## src/rtl/multicycle_core_if.sv

```systemverilog
// Single-port memory handshake between the core (master) and the instruction/data memory (slave).
// The request holds address and data stable until mem_ack; mem_ack is only meaningful while mem_req is high.
interface multicycle_core_if #(
  parameter int WIDTH      = 32,
  parameter int ADDR_WIDTH = 10
);
  logic                  mem_req;
  logic                  mem_we;
  logic [ADDR_WIDTH-1:0] mem_addr;
  logic [WIDTH-1:0]      mem_wdata;
  logic [WIDTH-1:0]      mem_rdata;
  logic                  mem_ack;

  modport master (
    output mem_req, mem_we, mem_addr, mem_wdata,
    input  mem_rdata, mem_ack
  );

  modport slave (
    input  mem_req, mem_we, mem_addr, mem_wdata,
    output mem_rdata, mem_ack
  );
endinterface

```

## src/rtl/multicycle_core.sv

```systemverilog
// Multicycle MIPS-subset core: IFETCH/DECODE/EXECUTE/MEMORY/WRITEBACK with sticky HALT/TRAP.
// Zero-wait latency 3 (BEQ/J), 4 (ALU, SW), 5 (LW); each memory wait cycle stalls the FSM by one.
module multicycle_core #(
  parameter int WIDTH      = 32,
  parameter int ADDR_WIDTH = 10,
  parameter int NREGS      = 32
) (
  input  logic                  clk,
  input  logic                  rst_n,
  multicycle_core_if.master     mem,
  input  logic [4:0]            dbg_sel,
  output logic [WIDTH-1:0]      dbg_data,
  output logic [2:0]            stage,
  output logic [ADDR_WIDTH-1:0] pc,
  output logic                  halted,
  output logic                  trap
);
  localparam int IDXW = $clog2(NREGS);

  localparam logic [5:0] OP_RTYPE = 6'h00;
  localparam logic [5:0] OP_J     = 6'h02;
  localparam logic [5:0] OP_BEQ   = 6'h04;
  localparam logic [5:0] OP_ADDI  = 6'h08;
  localparam logic [5:0] OP_LW    = 6'h23;
  localparam logic [5:0] OP_SW    = 6'h2B;
  localparam logic [5:0] OP_HALT  = 6'h3F;

  localparam logic [5:0] F_ADD  = 6'h20;
  localparam logic [5:0] F_ADDU = 6'h21;
  localparam logic [5:0] F_SUB  = 6'h22;
  localparam logic [5:0] F_SUBU = 6'h23;
  localparam logic [5:0] F_AND  = 6'h24;
  localparam logic [5:0] F_OR   = 6'h25;
  localparam logic [5:0] F_SLT  = 6'h2A;

  typedef enum logic [2:0] {
    S_IFETCH    = 3'd0,
    S_DECODE    = 3'd1,
    S_EXECUTE   = 3'd2,
    S_MEMORY    = 3'd3,
    S_WRITEBACK = 3'd4,
    S_HALT      = 3'd5,
    S_TRAP      = 3'd6
  } state_t;

  state_t                state;
  logic [31:0]           ir;
  logic [WIDTH-1:0]      a_r, b_r, res_r;
  logic [ADDR_WIDTH-1:0] addr_r;
  logic [WIDTH-1:0]      regs [NREGS];

  logic [5:0]            opcode, funct;
  logic [IDXW-1:0]       rs_idx, rt_idx, rd_idx, wb_idx;
  logic [WIDTH-1:0]      imm_sx, sum_ab, dif_ab, sum_ai, alu_res;
  logic                  ovf_add, ovf_sub, ovf_ai, alu_ovf, legal;
  logic [ADDR_WIDTH-1:0] br_tgt, j_tgt;

  assign opcode = ir[31:26];
  assign funct  = ir[5:0];
  assign rs_idx = ir[21 +: IDXW];
  assign rt_idx = ir[16 +: IDXW];
  assign rd_idx = ir[11 +: IDXW];
  assign wb_idx = (opcode == OP_RTYPE) ? rd_idx : rt_idx;
  assign imm_sx = {{(WIDTH-16){ir[15]}}, ir[15:0]};

  assign sum_ab  = a_r + b_r;
  assign dif_ab  = a_r - b_r;
  assign sum_ai  = a_r + imm_sx;
  assign ovf_add = (a_r[WIDTH-1] == b_r[WIDTH-1])    && (sum_ab[WIDTH-1] != a_r[WIDTH-1]);
  assign ovf_sub = (a_r[WIDTH-1] != b_r[WIDTH-1])    && (dif_ab[WIDTH-1] != a_r[WIDTH-1]);
  assign ovf_ai  = (a_r[WIDTH-1] == imm_sx[WIDTH-1]) && (sum_ai[WIDTH-1] != a_r[WIDTH-1]);

  // pc already points past the branch when EXECUTE evaluates these targets.
  assign br_tgt = pc + ADDR_WIDTH'({imm_sx, 2'b00});
  assign j_tgt  = ADDR_WIDTH'({ir[25:0], 2'b00});

  always_comb begin
    legal = 1'b0;
    case (opcode)
      OP_RTYPE: begin
        case (funct)
          F_ADD, F_ADDU, F_SUB, F_SUBU, F_AND, F_OR, F_SLT: legal = 1'b1;
          default: legal = 1'b0;
        endcase
      end
      OP_ADDI, OP_LW, OP_SW, OP_BEQ, OP_J: legal = 1'b1;
      default: legal = 1'b0;
    endcase
  end

  always_comb begin
    alu_res = '0;
    alu_ovf = 1'b0;
    if (opcode == OP_RTYPE) begin
      case (funct)
        F_ADD:   begin alu_res = sum_ab; alu_ovf = ovf_add; end
        F_ADDU:  alu_res = sum_ab;
        F_SUB:   begin alu_res = dif_ab; alu_ovf = ovf_sub; end
        F_SUBU:  alu_res = dif_ab;
        F_AND:   alu_res = a_r & b_r;
        F_OR:    alu_res = a_r | b_r;
        F_SLT:   alu_res = {{(WIDTH-1){1'b0}}, ($signed(a_r) < $signed(b_r))};
        default: alu_res = '0;
      endcase
    end else if (opcode == OP_ADDI) begin
      alu_res = sum_ai;
      alu_ovf = ovf_ai;
    end
  end

  assign mem.mem_req   = (state == S_IFETCH) || (state == S_MEMORY);
  assign mem.mem_we    = (state == S_MEMORY) && (opcode == OP_SW);
  assign mem.mem_addr  = (state == S_IFETCH) ? pc : addr_r;
  assign mem.mem_wdata = b_r;

  assign stage    = state;
  assign dbg_data = regs[dbg_sel[IDXW-1:0]];

  always_ff @(posedge clk) begin
    if (!rst_n) begin
      state  <= S_IFETCH;
      pc     <= '0;
      ir     <= '0;
      a_r    <= '0;
      b_r    <= '0;
      res_r  <= '0;
      addr_r <= '0;
      halted <= 1'b0;
      trap   <= 1'b0;
      for (int i = 0; i < NREGS; i++) regs[i] <= '0;
    end else begin
      case (state)
        S_IFETCH: begin
          if (mem.mem_ack) begin
            ir    <= mem.mem_rdata[31:0];
            pc    <= pc + ADDR_WIDTH'(4);
            state <= S_DECODE;
          end
        end
        S_DECODE: begin
          a_r <= regs[rs_idx];
          b_r <= regs[rt_idx];
          if (opcode == OP_HALT) begin
            state  <= S_HALT;
            halted <= 1'b1;
          end else if (!legal) begin
            state <= S_TRAP;
            trap  <= 1'b1;
          end else begin
            state <= S_EXECUTE;
          end
        end
        S_EXECUTE: begin
          res_r  <= alu_res;
          addr_r <= ADDR_WIDTH'(sum_ai);
          case (opcode)
            OP_LW, OP_SW: state <= S_MEMORY;
            OP_BEQ: begin
              if (a_r == b_r) pc <= br_tgt;
              state <= S_IFETCH;
            end
            OP_J: begin
              pc    <= j_tgt;
              state <= S_IFETCH;
            end
            default: begin
              // An overflowing ADD/SUB/ADDI never reaches the register file.
              if (alu_ovf) begin
                state <= S_TRAP;
                trap  <= 1'b1;
              end else begin
                state <= S_WRITEBACK;
              end
            end
          endcase
        end
        S_MEMORY: begin
          if (mem.mem_ack) begin
            if (opcode == OP_SW) begin
              state <= S_IFETCH;
            end else begin
              res_r <= mem.mem_rdata;
              state <= S_WRITEBACK;
            end
          end
        end
        S_WRITEBACK: begin
          if (wb_idx != '0) regs[wb_idx] <= res_r;
          state <= S_IFETCH;
        end
        default: state <= state;
      endcase
    end
  end
endmodule

```

## src/flat_wrapper.sv

```systemverilog
// flat-port wrapper written by rule: the top's interface ports become plain ports
module multicycle_core_flat 
#(
  parameter int WIDTH      = 32,
  parameter int ADDR_WIDTH = 10,
  parameter int NREGS      = 32
)
  (clk, rst_n, dbg_sel, dbg_data, stage, pc, halted, trap, mem_mem_req, mem_mem_we, mem_mem_addr, mem_mem_wdata, mem_mem_rdata, mem_mem_ack);
  multicycle_core_if #(.WIDTH(WIDTH), .ADDR_WIDTH(ADDR_WIDTH)) mem_i ();
  input  logic clk;
  input  logic rst_n;
  input  logic [4:0] dbg_sel;
  output logic [WIDTH-1:0] dbg_data;
  output logic [2:0] stage;
  output logic [ADDR_WIDTH-1:0] pc;
  output logic halted;
  output logic trap;
  output wire logic [$bits(mem_i.mem_req)-1:0] mem_mem_req;
  output wire logic [$bits(mem_i.mem_we)-1:0] mem_mem_we;
  output wire logic [$bits(mem_i.mem_addr)-1:0] mem_mem_addr;
  output wire logic [$bits(mem_i.mem_wdata)-1:0] mem_mem_wdata;
  input wire logic [$bits(mem_i.mem_rdata)-1:0] mem_mem_rdata;
  input wire logic [$bits(mem_i.mem_ack)-1:0] mem_mem_ack;
  assign mem_mem_req = mem_i.mem_req;
  assign mem_mem_we = mem_i.mem_we;
  assign mem_mem_addr = mem_i.mem_addr;
  assign mem_mem_wdata = mem_i.mem_wdata;
  assign mem_i.mem_rdata = mem_mem_rdata;
  assign mem_i.mem_ack = mem_mem_ack;
  multicycle_core #(.WIDTH(WIDTH), .ADDR_WIDTH(ADDR_WIDTH), .NREGS(NREGS)) u_core (.clk(clk), .rst_n(rst_n), .mem(mem_i), .dbg_sel(dbg_sel), .dbg_data(dbg_data), .stage(stage), .pc(pc), .halted(halted), .trap(trap));
endmodule
```

## config.mk

```make
export PLATFORM = sky130hd
export DESIGN_NAME = multicycle_core_flat
export DESIGN_NICKNAME = d
export VERILOG_FILES = /design/src/rtl/multicycle_core_if.sv /design/src/rtl/multicycle_core.sv /design/src/flat_wrapper.sv
export SDC_FILE = /design/constraint.sdc
export NUM_CORES = 2
export LEC_CHECK = 0
export ABC_AREA = 1
export CELL_PAD_IN_SITES_DETAIL_PLACEMENT = 0
export CELL_PAD_IN_SITES_GLOBAL_PLACEMENT = 2
export CORE_UTILIZATION = 41
export DETAILED_ROUTE_END_ITERATION = 6
export PLACE_DENSITY_LB_ADDON = 0.12
export SYNTH_ARGS = -nofsm -noshare
export SYNTH_HDL_FRONTEND = slang
export SYNTH_SLANG_ARGS = --single-unit
export TNS_END_PERCENT = 20
```

## constraint.sdc

```tcl
create_clock -name clk -period 7.6 [get_ports clk]
set_input_delay 0.76 -clock clk [delete_from_list [all_inputs] [get_ports clk]]
set_output_delay 0.76 -clock clk [all_outputs]
set_load 0.05 [all_outputs]
```

# After elaboration in Yosys (flattened, before gate mapping)

Memories as Yosys holds them, arrays and structs flattened. A register that Yosys moved wholly into a read port is not among the register bits.
Cells that the tools add are included.

Multiplexer cells: 38
Add/subtract/negate cells: 5
Magnitude comparators: 1
Bitwise logic cells: 2
Reduce and logical (&&, ||, !) cells: 28
Eq/ne operators: 33

Operators by type and width:

| cell                  | count |
|---|---|
| $mux 32               | 5 |
| $pmux 32 s5           | 1 |
| $add 32x32->32        | 2 |
| $pmux 32 s2           | 1 |
| $eq 6x6->1 const B    | 10 |
| $pmux 10 s2           | 2 |
| $and 32x32->32        | 1 |
| $eq 32x32->1          | 1 |
| $lt 32x32->1          | 1 |
| $or 32x32->32         | 1 |
| $reduce_or 32->1      | 1 |
| $sub 32x32->32        | 1 |
| $mux 10               | 3 |
| $mux 3                | 5 |
| $pmux 3 s5            | 1 |
| $mux 1                | 13 |
| $ne 2x2->1 const B    | 6 |
| $add 10x10->10        | 1 |
| $add 10x3->10 const B | 1 |
| $mux 5                | 2 |
| $reduce_bool 5->1     | 2 |
| $reduce_or 2->1       | 4 |
| $reduce_or 7->1       | 1 |
| $eq 3x2->1 const B    | 2 |
| other kinds (25)      | 39 |

Memory bits (writable): 1024
Logic and storage cells: 115
Memories: 1
Register bits: 89
Bits of input ports: 40
Output and inout bits: 91

Memories:

| name        | words | width | read ports | clocked after Yosys merged registers in | wr ports | RTL line              | text |
|---|---|---|---|---|---|---|---|
| u_core.regs | 32    | 32    | 3          | 2                                       | 32       | multicycle_core.sv:50 | `logic [WIDTH-1:0] regs [NREGS];` |

# Logic depth before layout (Yosys ltp)

Depth in word-level cells: 9
Depth in mapped cells: 20
Depth with buffers taken out: 19

# Worst setup path after synthesis

OpenSTA, ideal clock, no wires.

Path type: input-to-output
Start point: in dbg_sel[0]
End point: out dbg_data[11]
Path slack: 3.808 ns
Buffers on the path: 4
Required time: 6.840 ns
Cell stages on the path: 8
Data arrival time: 3.032 ns
Path through: clkbuf_1 clkbuf_1 clkbuf_1 clkbuf_1 nor2_1 o221ai_1 nand3_1 a31oi_1

Longest elaborated chain between the ends: 1

RTL lines:

| what          | RTL line           | text |
|---|---|---|
| from (decl)   | flat_wrapper.sv:12 | `input logic [4:0] dbg_sel;` |
| $mem_v2 32x32 | -                  |  |
| to (decl)     | flat_wrapper.sv:13 | `output logic [WIDTH-1:0] dbg_data;` |

No other way between the ends.

# Worst setup path in the final report

Start point: in dbg_sel[1]
End point: out dbg_data[2]

The elaborated chain is that of the path after synthesis.

==> results.toml <==
[outcome]
status = "finished with violations"
violations = "max-capacitance violations, max-slew violations"

[clock_network]
clk_latency_ps = 850
cts_hold_buf = 0
clk_pin_slew_ps = 50
cts_setup_buffers = 0
cts_resized = 0
cts_buffers = 146
clk_path_buf_depth = 3
cts.sinks = 1175
cts_tree = "done"
clockRootBuffer = "clkbuf_16"
h-tree-depth = 4

[run]
cap_violations = 2

[floorplanning]
die_w_um = 434
dieArea_um2 = 188000
die_h_um = 434
pin_count = 131
core_area_um2 = 185000
start_util = 0.412
fp-row-count = 158

[power_and_ir_drop]
power_frac_seq = 0.266
power_switching_mw = 16.7
p_total_mw = 32.4
power_density_nw_per_um2 = 385
clockPowerShare = 0.220
p_int_mw = 15.7
switching_share = 0.516
cellLeakagePower_nw = 30.2
p_comb_frac = 0.514
ir_drop_v = 0.000332

[finish]
fillers = 18400
final_util = 0.455
area_delta_synth_final_pct = 10.3
final_cell_mix = "3,007 x nor2_1, 1,980 x o21ai_0, 1,024 x edfxtp_1"
mostFrequentLayoutCell = "nor2_1"
drive_gt1_frac = 0.0563
seqCellArea_um2 = 33800
nNetsFinal = 10000
multi_input_area_um2 = 37600

[setup_path]
critPathCaptureType = "primary output"
crit_type = "input port to primary output"
cp-startpoint = "dbg_sel[1]"
rrSetupSlack_ps = 2150
rr_startpoint = "u_core.stage[1]"
cp.arrival_ps = 5070
worst-path-max-fanout = 120
critPathLaunchType = "input port"
critPathRequiredTime_ps = 6840

[timing]
layout_min_cycle_time_ps = 5830
hold_viol = 0
maxSlewViolCount = 34
setup_slack_ps = 1770
hold_ws_ps = 451
skew_ps = 45.5
relSlewSlack = -0.00468
clock.fmax_mhz = 171
rsz0062_at_grt = "no"
worst_pin_slew_ps = 1500
fin_tns_setup_ps = 0
setup_viol = 0
fin_crit_sh = 0.768

[global_route]
grt_pass1_vias = 73600
grtUsageTotal = 0.430
grt_max_degree = 145
grt_first_pass_wirelength_mm = 574
antenna_found_initial = 31
grt_overflow = 0

[yosys]
synthCells = 10300
synth-seq-cells = 1175
seq_area_frac_synth = 0.442
ys.flop_type = "edfxtp_1"
synth.distinct_cells = 56
yosysWarnings = 0
synth_edf_count = 1024
syn_area_per_cell_um2 = 7.45
async_flop_share = 0
syn_area_um2 = 76400

[route]
routedWlPerCell_um = 33.7
vias = 83100
firstDrtPassIters = 7
drtIter0Drc = 14400
finalWirelength_mm = 420
ant_nets = 0
drc_errors = 0
vias_per_cell = 6.68

[placed_design]
dp_slack_ps = 1270
place_hpwl_mm = 254
gp_congestion = 0.984
portBuffers = 128

[worst_hold_path]
min_from = "u_core.halted"
hold_path_class = "register to register"
synthesized netlist by cell type, types with 2 or more instances:
master     number  area, um2
nor2_1       3008      11300
o21ai_0      1984       9930
edfxtp_1     1024      30700
clkbuf_1      851       3190
nand2_1       840       3150
o22ai_1       601       3760
inv_1         423       1590
a21oi_1       317       1590
nand3_1       261       1310
o221ai_1      242       2120
dfxtp_1       151       3020
ha_1          135       1690
a31oi_1        48        300
a32o_1         36        360
buf_1          36        135
o32ai_1        35        307
nand4_1        31        194
a32oi_1        27        236
nor3_1         25        125
buf_2          24        120
buf_4          23        173
o21bai_1       21        158
nand3b_1       11       82.6
xor2_1         11       96.3
inv_2          10       37.5
or2_2          10       62.6
a21o_1          6       45.0
nand2_4         6       67.6
o2111ai_1       6       52.6
a221oi_1        5       43.8
clkinv_1        5       18.8
a21boi_0        4       30.0
fa_1            4       80.1
and2_1          3       18.8
nor3_2          3       30.0
o21a_1          3       22.5
nor2_2          2       12.5
nor3b_1         2       15.0
nor4_1          2       12.5
o21ai_2         2       17.5
xnor2_1         2       17.5
final cells by class:
type | count | share of cell area
Sequential cell | 1175 | 0.401
Clock buffer | 188 | 0.0472
Tap cell | 2480 | 0.0368
Timing Repair Buffer | 335 | 0.0378
Clock inverter | 77 | 0.00951
Antenna cell | 10 | 0.000297
Inverter | 438 | 0.0203
Multi-Input combinational cell | 7740 | 0.447
cell families after synthesis:
logic type	Yosys count	synth area share
AND/OR/NAND/NOR	4207	0.215
AO/OA/AOI/OAI	3347	0.249
buffers and inverters	1373	0.0691
flip-flops	1175	0.442
adder cells (fa/ha/maj)	139	0.0232
XOR/XNOR	13	0.00149
other	1	0.0000491
critical path, cell delays in order:
cell,delay [ps]
clkbuf_8,340
inv_8,800
buf_4,410
a21oi_1,70
a32o_1,210
a21oi_1,100
o21ai_0,120
nand2_1,80
a31oi_1,200
a31oi_1,920
clkdlybuf4s50_1,970
routing by layer:
layer / up-vias / global-route usage / wire length [um]
li1: 35000 / - / -
met1: 40100 / 0.574 / 161000
met2: 6577 / 0.610 / 172000
met3: 1353 / 0.115 / 55300
met5: - / 0 / 152
met4: 24 / 0.280 / 31600
stage by stage:
| stage | cell area (um2) | cells |
|---|---|---|
| 6_report | 84200 | 12400 |
| 5_1_grt | 84200 | 12400 |
| 4_1_cts | 84200 | 12400 |
| 3_5_place_dp | 79400 | 12200 |
| 3_3_place_gp | 79400 | 12200 |
| 2_1_floorplan | 76500 | 10300 |
final timing paths:
path	endpoint	cells past startpoint
max reg2reg	u_core.regs[22][19]	7
min reg2reg	u_core.halted	2
min	u_core.halted	2
max	dbg_data[2]	11
registers in the layout, summed over array words and instances (netlist names):
register / cells
u_core.regs: 1024
u_core.ir: 32
u_core.res_r: 32
u_core.stage: 3
u_core.a_r: 32
u_core.halted: 1
u_core.pc: 8
u_core.addr_r: 10
u_core.trap: 1
u_core.mem.mem_wdata: 32
power by group through the flow:
stage	combinational, mW	clock [mW]	sequential [mW]
floorplan	9.20	0	8.38
global route	17.4	7.36	8.63
detailed placement	15.9	0	8.69
global placement	15.8	0	8.69
finish	16.7	7.14	8.63
CTS	15.9	7.15	8.56
Power figures use the tool's default switching activity.
